$ cat src/rtl/dsp_pkg.sv
// Shared widths, opmode field positions and X/Z select encodings for the DSP slice.
package dsp_pkg;

  localparam int P_W  = 48;
  localparam int M_W  = 36;
  localparam int AB_W = 18;

  // Opmode field bit positions
  localparam int OP_X_LSB   = 0;
  localparam int OP_Z_LSB   = 2;
  localparam int OP_CIN_BIT = 5;
  localparam int OP_SUB_BIT = 7;

  typedef enum logic [1:0] {
    X_ZERO = 2'd0,
    X_M    = 2'd1,
    X_P    = 2'd2,
    X_DAB  = 2'd3
  } x_sel_e;

  typedef enum logic [1:0] {
    Z_ZERO = 2'd0,
    Z_PCIN = 2'd1,
    Z_P    = 2'd2,
    Z_C    = 2'd3
  } z_sel_e;

endpackage

$ cat src/rtl/ff_and_mux.sv
// Optional pipeline register: a clock-enabled flop when ENable_ff = 1, a wire otherwise.
module ff_and_mux #(
  parameter int WIDTH      = 1,
  parameter     SYN_OR_ASN = "ASYNC",
  parameter int ENable_ff  = 1
) (
  input  logic             clk,
  input  logic             rst,
  input  logic             ce,
  input  logic [WIDTH-1:0] d,
  output logic [WIDTH-1:0] q
);

  generate
    if (ENable_ff == 0) begin : g_bypass
      logic w_unused;
      assign w_unused = clk ^ rst ^ ce;
      assign q = d;
    end else if (SYN_OR_ASN == "ASYNC") begin : g_async
      logic [WIDTH-1:0] r_q;
      // Register with asynchronous clear; rst overrides ce
      always_ff @(posedge clk or posedge rst) begin
        if (rst)     r_q <= '0;
        else if (ce) r_q <= d;
      end
      assign q = r_q;
    end else begin : g_sync
      logic [WIDTH-1:0] r_q;
      // Register with synchronous clear; rst overrides ce
      always_ff @(posedge clk) begin
        if (rst)     r_q <= '0;
        else if (ce) r_q <= d;
      end
      assign q = r_q;
    end
  endgenerate

endmodule

$ cat src/rtl/dsp_post_adder.sv
// Post-adder/subtractor and P output stage: Z +/- (X + CIN) at 48 bits with optional pipeline registers.
module dsp_post_adder
  import dsp_pkg::*;
#(
  parameter int PREG        = 1,
  parameter int OPMODEREG   = 1,
  parameter int CARRYINREG  = 1,
  parameter int CARRYOUTREG = 1,
  parameter     CARRYINSEL  = "OPMODE5"
) (
  input  logic            clk,
  input  logic            rst,
  input  logic            ce_opmode,
  input  logic            ce_carryin,
  input  logic            ce_p,
  input  logic            ce_carryout,
  input  logic [7:0]      opmode,
  input  logic [M_W-1:0]  m,
  input  logic [P_W-1:0]  c,
  input  logic [AB_W-1:0] d,
  input  logic [AB_W-1:0] a,
  input  logic [AB_W-1:0] b,
  input  logic [P_W-1:0]  pcin,
  input  logic            carryin,
  output logic [P_W-1:0]  p,
  output logic [P_W-1:0]  pcout,
  output logic            carryout,
  output logic            carryoutf
);

  logic [7:0]     w_opmode_i;
  logic           w_cin_src;
  logic           w_cyi_q;
  logic           w_cin;
  logic [P_W-1:0] w_p_q;
  logic [P_W-1:0] w_p_fb;
  logic [P_W-1:0] w_x;
  logic [P_W-1:0] w_z;
  logic [P_W:0]   w_sum;
  logic           w_co_q;
  logic           w_unused;

  // Opmode register
  ff_and_mux #(.WIDTH(8), .SYN_OR_ASN("ASYNC"), .ENable_ff(OPMODEREG)) u_opmode_reg (
    .clk(clk), .rst(rst), .ce(ce_opmode), .d(opmode), .q(w_opmode_i)
  );

  // Carry-in source selection; an unknown selector string is a configuration error
  generate
    if (CARRYINSEL == "OPMODE5") begin : g_cin_op5
      assign w_cin_src = w_opmode_i[OP_CIN_BIT];
    end else if (CARRYINSEL == "CARRYIN") begin : g_cin_port
      assign w_cin_src = carryin;
    end else begin : g_cin_bad
      $error("dsp_post_adder: unsupported CARRYINSEL value");
      assign w_cin_src = 1'b0;
    end
  endgenerate

  // CYI register
  ff_and_mux #(.WIDTH(1), .SYN_OR_ASN("ASYNC"), .ENable_ff(CARRYINREG)) u_cyi_reg (
    .clk(clk), .rst(rst), .ce(ce_carryin), .d(w_cin_src), .q(w_cyi_q)
  );

  assign w_cin = w_cyi_q;

  // Without a P register there is nothing to feed back; avoid a combinational loop
  assign w_p_fb = (PREG != 0) ? w_p_q : '0;

  // X and Z operand muxes
  always_comb begin
    w_x = '0;
    w_z = '0;
    case (x_sel_e'(w_opmode_i[OP_X_LSB +: 2]))
      X_ZERO:  w_x = '0;
      X_M:     w_x = {{(P_W-M_W){1'b0}}, m};
      X_P:     w_x = w_p_fb;
      X_DAB:   w_x = {d[11:0], a, b};
      default: w_x = '0;
    endcase
    case (z_sel_e'(w_opmode_i[OP_Z_LSB +: 2]))
      Z_ZERO:  w_z = '0;
      Z_PCIN:  w_z = pcin;
      Z_P:     w_z = w_p_fb;
      Z_C:     w_z = c;
      default: w_z = '0;
    endcase
  end

  // 49-bit add/subtract; bit 48 is carry on add, borrow on subtract
  always_comb begin
    w_sum = '0;
    if (w_opmode_i[OP_SUB_BIT])
      w_sum = {1'b0, w_z} - ({1'b0, w_x} + {{P_W{1'b0}}, w_cin});
    else
      w_sum = {1'b0, w_z} + {1'b0, w_x} + {{P_W{1'b0}}, w_cin};
  end

  // P result register
  ff_and_mux #(.WIDTH(P_W), .SYN_OR_ASN("ASYNC"), .ENable_ff(PREG)) u_p_reg (
    .clk(clk), .rst(rst), .ce(ce_p), .d(w_sum[P_W-1:0]), .q(w_p_q)
  );

  // Carry-out register
  ff_and_mux #(.WIDTH(1), .SYN_OR_ASN("ASYNC"), .ENable_ff(CARRYOUTREG)) u_co_reg (
    .clk(clk), .rst(rst), .ce(ce_carryout), .d(w_sum[P_W]), .q(w_co_q)
  );

  assign p         = w_p_q;
  assign pcout     = w_p_q;
  assign carryout  = w_co_q;
  assign carryoutf = w_co_q;

  // Opmode bits 4 and 6, the upper D bits and (in OPMODE5 mode) carryin are don't-cares
  assign w_unused = ^{w_opmode_i[4], w_opmode_i[6], d[AB_W-1:12], carryin};

endmodule

$ cat config.mk
export PLATFORM = sky130hd
export DESIGN_NAME = dsp_post_adder
export DESIGN_NICKNAME = d
export VERILOG_FILES = /design/src/rtl/dsp_pkg.sv /design/src/rtl/ff_and_mux.sv /design/src/rtl/dsp_post_adder.sv
export SDC_FILE = /design/constraint.sdc
export NUM_CORES = 1
export LEC_CHECK = 0
export CAP_MARGIN = 25
export CORE_MARGIN = 2
export CORE_UTILIZATION = 45
export CTS_CLUSTER_DIAMETER = 80
export CTS_CLUSTER_SIZE = 14
export DETAILED_ROUTE_END_ITERATION = 8
export PLACE_DENSITY = 0.87
export REMOVE_ABC_BUFFERS = 1
export SETUP_SLACK_MARGIN = 0.1
export SYNTH_ARGS = -nofsm -noshare
export SYNTH_HDL_FRONTEND = slang
export SYNTH_SLANG_ARGS = --single-unit
$ cat constraint.sdc
create_clock -name clk -period 4.2 [get_ports clk]
set_clock_uncertainty 0.1 [all_clocks]
set_input_delay 0.42 -clock clk [delete_from_list [all_inputs] [get_ports clk]]
set_output_delay 0.42 -clock clk [all_outputs]
set_load 0.03 [all_outputs]
Yosys cells after proc, flatten, opt, wreduce, memory -nomap -nowiden
Index checks and enable logic that the tools add are counted.
{"block": "totals", "ff_bits": 58, "inputBits": 201, "word_cells": 19}
{"block": "op_classes", "n_addsub": 4, "eq_ne": 6, "muxes": 3, "reduce_logical": 2}
{"op": "$pmux 48 s4", "n": 2}
{"op": "$add 48x1->49", "n": 1}
{"op": "$add 48x48->49", "n": 1}
{"op": "$add 49x1->49", "n": 1}
{"op": "$mux 49", "n": 1}
{"op": "$sub 48x49->49", "n": 1}
{"op": "$eq 2x2->1 const B", "n": 4}
{"op": "$eq 2x1->1 const B", "n": 2}
{"op": "$logic_not 2->1", "n": 2}

Depth between registers and ports, before layout
Gate-level depths: netlist of run 1.
{"block": "logic_depth", "word_depth": 5, "ltp_mapped": 19, "depth_no_buf": 16}

Modules after synthesis
From an unflattened synthesis of run 1, not the netlist that was laid out.
{"block": "hier_totals", "cells_unflattened": 1427, "area_unflattened_um2": 11481.0}
{"module": "dsp_post_adder", "n_inst": 1, "cells_each": 1301, "area_per_inst_um2": 9193.8}
{"module": "ff_and_mux (u_p_reg)", "n_inst": 1, "cells_each": 102, "area_per_inst_um2": 1864.3}
{"module": "ff_and_mux (u_opmode_reg)", "n_inst": 1, "cells_each": 18, "area_per_inst_um2": 335.3}
{"module": "ff_and_mux (u_co_reg ...)", "n_inst": 2, "cells_each": 3, "area_per_inst_um2": 43.8}

Worst setup path after synthesis of run 1
No wires, ideal clock.
{"block": "synth_timing", "path_kind": "flip-flop to flip-flop", "startpoint": "register u_opmode_reg.g_async.r_q[0], in the netlist u_opmode_reg.q[0]", "endpoint": "register u_co_reg.g_async.r_q, in the netlist u_co_reg.q", "setup_time_ps": 126, "t_arrival_ps": 4249, "required_ps": 3974, "slack_ps": -275, "stages_incl_launch_ff": 17, "path_buffers": 2, "synth_period_minus_slack_ps": 4475, "cell_sequence": "dfrtp_1 > clkbuf_1 > clkbuf_1 > mux2_2 > a22o_1 > ha_1 > ha_1 > and3_4 > a221o_1 > a21o_1 > a41oi_4 > nor4_4 > o21ai_1 > a211oi_1 > o41ai_2 > o32ai_1 > a221o_1"}
{"block": "synth_between", "elab_chain_cells": 5, "word_cells_on_any_way": 10, "classes_between": "add/sub: 4; eq/ne: 3; mux: 2; reduce/logical: 1"}
{"element": "start: declaration", "line_no": "ff_and_mux.sv:20", "text": "logic [WIDTH-1:0] r_q;"}
{"element": "start signal: assignment", "line_no": "ff_and_mux.sv:23", "text": "if (rst) r_q <= '0;"}
{"element": "start signal: assignment", "line_no": "ff_and_mux.sv:24", "text": "else if (ce) r_q <= d;"}
{"element": "$eq 2x2->1, or another cell as far along", "line_no": "dsp_post_adder.sv:74", "text": "case (x_sel_e'(w_opmode_i[OP_X_LSB +: 2]))"}
{"element": "$pmux 48 s4 *", "line_no": "dsp_post_adder.sv:74"}
{"element": "$add 48x48->49 or $add 48x1->49 (tied branches)", "line_no": "dsp_post_adder.sv:96, dsp_post_adder.sv:94"}
{"element": "$add 49x1->49 or $sub 48x49->49 (tied branches)", "line_no": "dsp_post_adder.sv:96, dsp_post_adder.sv:94"}
{"element": "$mux 49 *", "line_no": "dsp_post_adder.sv:93", "text": "if (w_opmode_i[OP_SUB_BIT])"}
{"element": "end signal: assignment", "line_no": "ff_and_mux.sv:23"}
{"element": "end signal: assignment", "line_no": "ff_and_mux.sv:24"}
{"element": "end: declaration", "line_no": "ff_and_mux.sv:20"}
Mark *: on every way between the ends. The rest lies on a longest branch, timed or not.
A chain may end at the register's enable or synchronous reset.

Final worst setup path of run 1
Ends and elaborated chain as after synthesis.

==> results, run 1 <==
- The unique cell type count in the Yosys netlist is 94.
- The kind of start point of the critical path is a flop.
- The iteration-0 DRC count of the detailed router is 1081.
- The count of final max-slew check failures is 0.
- For this block, the routed nets add up to 47.8 mm of wire.
- The number of H-tree branching levels is 2.
- In the final routed layout, each cell accounts on average for 20.8 um.
- The count of nets left with antenna violations once routing finished came out at 0.
- The total clock buffers created by CTS is 5.
- Across every metal layer, demand over resource in global routing totals 34.1%.
- Measured against its own limit, the worst slew margin works out to 46.9%.
- In this run the static leakage power is 8.05 nW.
- The floorplan step defined a core boundary enclosing 25000 um^2.
- The highest ir drop seen on vdd is 0.000422 V.
- The post-cts hold buffer count is 0.
- Setup violations remaining at the end of the flow were counted as 8.
- In this run the worst hold path is classified as flop to flop.
- The layout overhead on the synthesized area is 60.4%.
- The number of antenna repair diodes is 0.
- Buffers placed on the I/O ports in this run total 289.
- Setup repair after global routing could not meet its margin everywhere.
- The initialized floorplan defines 58 standard-cell rows.
- The most critical setup path has its startpoint at u_opmode_reg.q[0].
- From left edge to right edge, the die measures 163 um.
- Counting I/O delays and the setup requirement, the final critical path takes 4320 ps.
- The critical-path cell with the highest stage delay is dfrtp_2.
- Synthesis produced 1465 cells.
- TritonCTS built the clock tree.
- The later pin in the worst-skew pair is clocked with a latency of 330 ps.
- Leaving out fill and tap cells, the most frequent cell in the layout is buf_4.
- After filler insertion, the fill cell instance count of the layout stands at 1852.
- The cell area that synthesis handed to floorplanning was 11300 um^2.
- The share of the synthesized area in the top cell type is 15.4%.
- The sequential cell area fraction in the yosys report is 12.4%.
- The starting utilization of the core area is 45.3%.
- In the layout the commonest cells are buf_4 (292), clkdlybuf4s50_1 (288), inv_1 (140).
- 299 I/O pins were placed.
- The post-placement setup slack is -454 ps.
- The synthesized design contains 0 enable-type register cells.
- Dividing the synthesized area by the synthesized cell count gives 7.72 um^2.
- The worst endpoint data arrival time is 4420 ps.
- The chip height is 163 um.
- After clock tree synthesis, the clock-pin slew on the worst setup and hold paths is 90 ps.
- The fraction of final layout cells with drive strength greater than 1 is 32.9%.
- For this run the aggregate overflow at the end of global routing stands at 0.
- The remaining routing DRC violations is 0.
- The first TritonRoute pass finished after 5 iterations.
- The period utilization is 103%.
- The area enclosed by the die boundary is 26400 um^2.
- The number of global-route vias before repair is 13400.
- For the worst setup path, the data required time is 4300 ps.
- The part of the total power dissipated in combinational logic is 88.1%.
- The first global-routing pass estimated 71.4 mm of wire.
- The proportion of power drawn by flip-flops and latches is 7.9%.
- Across all setup checks in the final design, the least slack found is -118 ps.
- The aggregate negative setup slack is -448 ps.
- The number of clock sinks seen by CTS is 56.
- The switching power summed over all nets is 6.95 mW.
- The total count of hold-check failures in the final report is 0.
- Overall power consumption after layout is estimated at 13.7 mW.
- The setup path with the least slack is of type flop to flop.
- In the final design database the tool counted 2314 nets.
- The switching share of power is 50.7%.
- Detailed placement ended at an HPWL of 35.9 mm.
- The power density over the cells is 756 nW/um^2.
- In this run, the clock network consumes 4.0% of the power.
- The internal power is 6.76 mW.
- The clock passes through at most 2 buffers.
- In the synthesized netlist the async set-or-reset flop fraction comes to 100%.
- The maximum number of pins on one net before global-route repair is 66.
- The startpoint identified for the worst hold timing path is u_opmode_reg.q[5].
- The library cell appearing most often on the critical path is a221o_1.
- The smallest hold slack is 441 ps.
- The largest area contributor in the netlist is ha_1.
- The cell chosen for the clock root is clkbuf_16.
- The transition time of the tightest slew-check pin is 791 ps.
- Counting tap cells, the placed design contains a total of 2250 instances.
- The via count of the routed design is 13600.
- The tool flagged a number of max-cap violations equal to 0.
- The worst register-to-register path begins at u_opmode_reg.q[0].
- Routability-driven placement finished with a final weighted congestion of 0.975.
- Derived from the worst setup path, the maximum achievable clock frequency is 0.232 GHz.
- Along the worst path, the maximum fanout reaches 5.
- The primary flip-flop cell chosen by synthesis mapping is dfrtp_1.
- In this design, the stage delay of the slowest critical-path cell is 470 ps.
- The final reports fail on negative setup slack.
- The via density per instance is 5.91.
- After synthesis the netlist holds a flip-flop and latch count of 56.
- The non-filler instance count after layout is 2301.
- The number of warning messages in the yosys log is 0.
- Yosys attributes the largest share of cell area to ha_1 (15%), dfrtp_1 (12%), mux2_2 (8.4%).
- The worst setup path is captured at a flop.
- The critical path goes through buf_12, buf_8, mux2_4, a22o_1, ha_1, inv_2, ha_4, a21o_4, a221o_1, a21o_1, a41oi_4, nor4_4, o21ai_2, a211oi_2, buf_4, o41ai_4, o32ai_1, a221o_1.
- The initial antenna violation count came to 0.
- The flow ran to the end, but the final reports show violations.
metal layers:
layer | GRT usage (%) | share of wire [%] | vias to the layer above
li1 | - | - | 6227
met1 | 45.1 | 41 | 6506
met2 | 56.8 | 47 | 735
met3 | 4.84 | 8.7 | 130
met4 | 12.3 | 3.4 | 0
met5 | 0 | 0 | -
synth_stat cells (7+ instances only):
cell	count
nor2b_1	24
mux2_2	84
o21bai_1	23
ha_1	139
or2_2	7
dfrtp_1	56
nor2_1	96
nand3_1	26
a31oi_1	16
inv_1	147
a22o_1	59
a21oi_1	132
o21ai_0	78
nand2_1	95
mux2i_1	19
and3_1	12
nor3_1	20
xor2_1	22
buf_4	53
a21o_1	35
a22oi_1	27
nand4_1	10
o211ai_1	17
nand2b_1	9
buf_1	10
xnor2_1	56
a211oi_1	14
clkbuf_1	44
sequential cells by signal (all words and copies together) (netlist names):
| register | count |
|---|---|
| u_opmode_reg.q | 6 |
| u_co_reg.q | 1 |
| u_cyi_reg.q | 1 |
| u_p_reg.q | 48 |
power groups by stage:
stage | combinational (mW) | clock (mW) | sequential, mW
CTS | 11.1 | 0.546 | 1.07
finish | 12.1 | 0.542 | 1.09
global route | 12.8 | 0.561 | 1.12
detailed placement | 10.0 | 0 | 1.08
global placement | 9.88 | 0 | 1.07
floorplan | 4.79 | 0 | 2.03
what timing repair did:
item | CTS | global route
endpoints found under the setup margin | 35 | 35
setup buffers | 30 | 13
pin swaps | 89 | 63
cloned | 1 | 0
resized for setup | 175 | 121
critical path, delay by kind of cell, from the launching register on:
kind / cells / cell delay (ps)
AO/OA/AOI/OAI: 10 / 2160
adder cells (fa/ha/maj): 2 / 540
buffers and inverters: 4 / 550
flip-flops: 1 / 470
multiplexers: 1 / 290
AND/OR/NAND/NOR: 1 / 80
kinds of logic (layout without fill, tap and decap cells):
group	Yosys count	in the layout	share of synthesized area, %
muxes	104	104	10.2
buffers and inverters	263	769	10.9
AOI/OAI and AO/OA	483	483	29.8
DFF	56	56	12.4
and+or+nand+nor	338	338	14.6
adders and majority gates	143	143	16.1
xor gates and xnor gates	78	78	6.04
cell type report:
class                           instances  area, um^2  share of cell area, %
Multi-Input combinational cell       1146       10100                   55.6
Timing Repair Buffer                  613        5510                   30.4
Sequential cell                        56        1410                   7.77
Inverter                              148         556                   3.06
Tap cell                              330         413                   2.28
Clock buffer                            5         125                  0.690
Clock inverter                          3        47.5                  0.262
stage by stage:
step | util [%] | area, um^2
floorplan | - | 10600
global placement | 64.5 | 16100
detailed placement | 64.5 | 16100
CTS | 70.1 | 17500
global route | 72.7 | 18100
finish | 72.7 | 18100
final timing paths:
check	endpoint	slack (ps)	depth (start not counted)
max in group asynchronous	u_opmode_reg.q[3]	2550	3
min in group asynchronous	u_p_reg.q[22]	460	2
setup reg to reg	u_co_reg.q	-120	18
setup / recovery	u_co_reg.q	-120	18
hold reg to reg	u_cyi_reg.q	440	2
hold / removal	u_cyi_reg.q	440	2
Power figures use the tool's default switching activity.
==> run 2: changes to the inputs <==
--- a/config.mk
+++ b/config.mk
@@ -5,13 +5,14 @@
 export SDC_FILE = /design/constraint.sdc
 export NUM_CORES = 1
 export LEC_CHECK = 0
+export ABC_AREA = 1
 export CAP_MARGIN = 25
 export CORE_MARGIN = 2
-export CORE_UTILIZATION = 45
+export CORE_UTILIZATION = 48
 export CTS_CLUSTER_DIAMETER = 80
 export CTS_CLUSTER_SIZE = 14
 export DETAILED_ROUTE_END_ITERATION = 8
-export PLACE_DENSITY = 0.87
+export PLACE_DENSITY = 0.89
 export REMOVE_ABC_BUFFERS = 1
 export SETUP_SLACK_MARGIN = 0.1
 export SYNTH_ARGS = -nofsm -noshare
==> run 2 against run 1 <==
Non-clock buffer count fell by 296. The flow now finishes without violations. Largest power group unchanged. Sequential share of layout area rose by 0.54 points. Fmax grew 8.9%. Utilization decreased by 12 points. Largest cell class unchanged.
==> results, run 2 <==
- The number of enable flip-flop cells after synthesis was 0 (unchanged).
- The number of clock sinks seen by CTS is 56 (unchanged).
- The run finished with clean final reports.
- The sequential cell area fraction in the yosys report came to 10.3% (-2.0 points).
- The total global routing track utilization is 40.8% (+6.6 points).
- The count of placed standard cells including taps came to 3116 (+38%).
- The buffer levels on the longest clock path came to 2 (unchanged).
- The total count of hold-check failures in the final report is 0 (unchanged).
- In the layout the commonest cells are nand2_1 (841), inv_1 (495), clkdlybuf4s50_1 (288).
- For this design, the slowest cell found on the critical path is ha_1.
- The largest fanout on the critical path was 23 (+18).
- The worst setup path is captured at a flop.
- The time the final worst path needs with I/O delays and setup is 3970 ps (-352 ps).
- The tightest min-delay check is of the primary input to asynchronous set/reset pin type.
- The source-to-sink clock delay at the later pin of the worst-skew pair was 330 ps (about the same).
- The tree is rooted in a clkbuf_16.
- The remaining routing DRC violations is 0 (unchanged).
- The remaining antenna violation count after routing came to 0 (unchanged).
- The wire length of the first global-routing pass is 90.6 mm (+27%).
- The post-synthesis instance area is 13500 um^2 (+20%).
- The number of H-tree branching levels is 2 (unchanged).
- The count of final max-slew check failures is 0 (unchanged).
- The count of buffering cells on the critical path with inverters included is 3 (-1).
- The transition time of the tightest slew-check pin is 941 ps (+150 ps).
- The synthesized netlist cell count is 2520 (+72%).
- The critical path class is flop to flop.
- The required time at the endpoint of the critical path is 4290 ps (about the same).
- The cell leakage power is 9.27 nW (+15%).
- The number of violations of the max-capacitance limit is 0 (unchanged).
- The depth of the critical timing path with buffers and inverters included is 19 (+1).
- The count of nets after finishing is 3090 (+34%).
- By area the synthesized netlist is led by nand2_1 (23%), inv_1 (14%), ha_1 (13%).
- The highest ir drop seen on vdd is 0.000391 V (-7.5%).
- The maximum number of pins on one net before global-route repair is 70 (+6.1%).
- The total power of the final layout was 10.8 mW (-21%).
- The commonest cells after synthesis are nand2_1 (843), inv_1 (496), nand3_1 (167).
- The cell depth of the worst flop-to-flop path came to 19 (+1).
- The number of antenna repair diodes is 0 (unchanged).
- The area enclosed by the die boundary is 29600 um^2 (+12%).
- The total length of routed wires came to 61.8 mm (+29%).
- The highest clock rate is 0.252 GHz (+8.9%).
- The aggregate negative setup slack came to 0 ps (+448 ps).
- The primary flip-flop cell chosen by synthesis mapping is dfrtp_1.
- The tightest slew margin relative to the limit is 37.3% (-9.7 points).
- The number of flip-flops and latches in the synthesized netlist is 56 (unchanged).
- The routability-driven placement congestion ratio was 1.04 (+6.3%).
- The clock slew seen by the registers of the worst setup and hold paths is 90 ps (about the same).
- The fraction of synthesis flops using an asynchronous set or reset pin is 100% (unchanged).
- The library cell used most frequently in the layout, excluding fill and tap cells, is nand2_1.
- The period utilization was 94.4% (-8.4 points).
- The via density per instance came to 5.61 (-5.1%).
- The share of the synthesized area in the top cell type is 23.4% (+8.0 points).
- The non-filler instance count after layout came to 3125 (+36%).
- The width of the chip came to 172 um (+5.8%).
- The iteration-0 DRC count of the detailed router is 1983 (+83%).
- The power density over the cells is 643 nW/um^2 (-15%).
- The number of warning messages in the yosys log came to 0 (unchanged).
- The initial antenna violation count came to 0 (unchanged).
- The port buffer count is 289 (unchanged).
- Compared with the post-synthesis result, the final layout area differs by 24.5%.
- The number of flip-flops in the largest register was 48 (unchanged).
- The number of global-route vias before repair is 16300 (+22%).
- The clock tree from TritonCTS is done.
- The total number of placement rows is 61 (+5.2%).
- nand2_1 takes more of the synthesized area than any other cell.
- The starting utilization of the core area is 48.8% (+3.4 points).
- The worst endpoint data arrival time is 4050 ps (-370 ps).
- STA classifies the critical path startpoint as a flop.
- The post-synthesis area per instance is 5.37 um^2 (-30%).
- The via count of the routed design was 17500 (+29%).
- In the post-synthesis netlist, the cell with the most instances is nand2_1.
- The half-perimeter wire length of the detailed placement result is 51.3 mm (+43%).
- The post-placement setup slack is 120 ps (+574 ps).
- The highest cell delay on the worst timing path came to 420 ps (-50 ps).
- Setup repair after global routing left no endpoint under its margin.
- The routed length per instance came to 19.8 um (-4.9%).
- The number of setup violations in the final report is 0 (-8).
- The critical path's top delay family is simple AND/OR/NAND/NOR gates.
- The total clock buffers created by CTS is 5 (unchanged).
- The first-pass iteration count of the detailed router was 8 (+3).
- The core area came to 27800 um^2 (+11%).
- The unique cell type count in the Yosys netlist is 50 (-47%).
- The fraction of final layout cells with drive strength greater than 1 is 4.77% (-28 points).
- The chip height is 172 um (+5.8%).
- The residual overflow from global routing is 0 (unchanged).
- The number of primary I/O pins came to 299 (unchanged).
- The minimum setup slack in the final design is 234 ps (+352 ps).
- The signal on the critical path passes through nand2_1, inv_1, buf_4, buf_4, nand2_1, o211ai_1, ha_1, ha_1, nand2_2, o21ai_4, nand2_1, nand2_2, nand2_1, nand2_2, nand3_1, nand3_1, nand3_1, nand3_1, o21ai_1.
[run 2: metal layers]
| metal | vias up | track usage (%) | routed length (um) |
|---|---|---|---|
| met4 | 0 | 16.1 | 2650 |
| met3 | 149 | 8.88 | 7190 |
| li1 | 8279 | - | - |
| met2 | 1053 | 66.6 | 27200 |
| met5 | - | 0 | 0 |
| met1 | 8053 | 52.3 | 24800 |
[run 2: repair_timing]
| item | 4_1_cts | 5_1_grt |
|---|---|---|
| gates resized for setup | 0 | 20 |
| setup endpoints to repair | 0 | 27 |
| hold buffers | 0 | 0 |
| buffers inserted | 0 | 0 |
[run 2: final cells by class]
class | instances | area, um^2
fill | 2794 | 10900
multi-input combinational | 1854 | 9730
timing repair buffer | 317 | 3170
inverter | 512 | 1930
sequential | 56 | 1400
tap | 378 | 473
clock buffer | 6 | 129
clock inverter | 2 | 35.0
[run 2: where the power goes]
| part | internal [mW] | switching, mW |
|---|---|---|
| Sequential | 0.767 | 0.256 |
| Clock | 0.284 | 0.269 |
| Combinational | 3.06 | 6.21 |
| Total | 4.11 | 6.74 |
[run 2: kinds of logic after synthesis]
family | Yosys count | synth area share [%]
fa+ha+maj | 143 | 13.4
mux | 1 | 0.0831
flops | 56 | 10.3
xor+xnor | 7 | 0.453
simple gates | 1297 | 40.1
buf+inv | 610 | 18.4
compound gates | 406 | 17.2
[run 2: worst register-to-register path: stages, from the launching register on]
cell	delay, ps
dfrtp_1	410
nand2_1	70
inv_1	130
buf_4	330
buf_4	220
nand2_1	60
o211ai_1	140
ha_1	380
ha_1	420
nand2_2	120
o21ai_4	260
nand2_1	100
nand2_2	140
nand2_1	90
nand2_2	140
nand3_1	120
nand3_1	100
nand3_1	180
nand3_1	210
o21ai_1	90
[run 2: final timing paths]
path,from,end,slack [ps]
setup / recovery,u_opmode_reg.q[1],u_p_reg.q[30],230
min in group clk,u_opmode_reg.q[5],u_cyi_reg.q,420
hold reg to reg,u_opmode_reg.q[5],u_cyi_reg.q,420
hold / removal,rst,u_p_reg.q[2],220
setup reg to reg,u_opmode_reg.q[1],u_p_reg.q[30],230
max in group asynchronous,rst,u_p_reg.q[32],2930
[run 2: through the flow]
stage | hold WS, ps | cell area [um^2] | util [%]
finish | 221 | 16900 | 60.7
global route | 255 | 16900 | 60.7
CTS | 422 | 16800 | 60.4
detailed placement | 402 | 16600 | 59.8
global placement | 378 | 16600 | 59.8
floorplan | 344 | 13000 | -
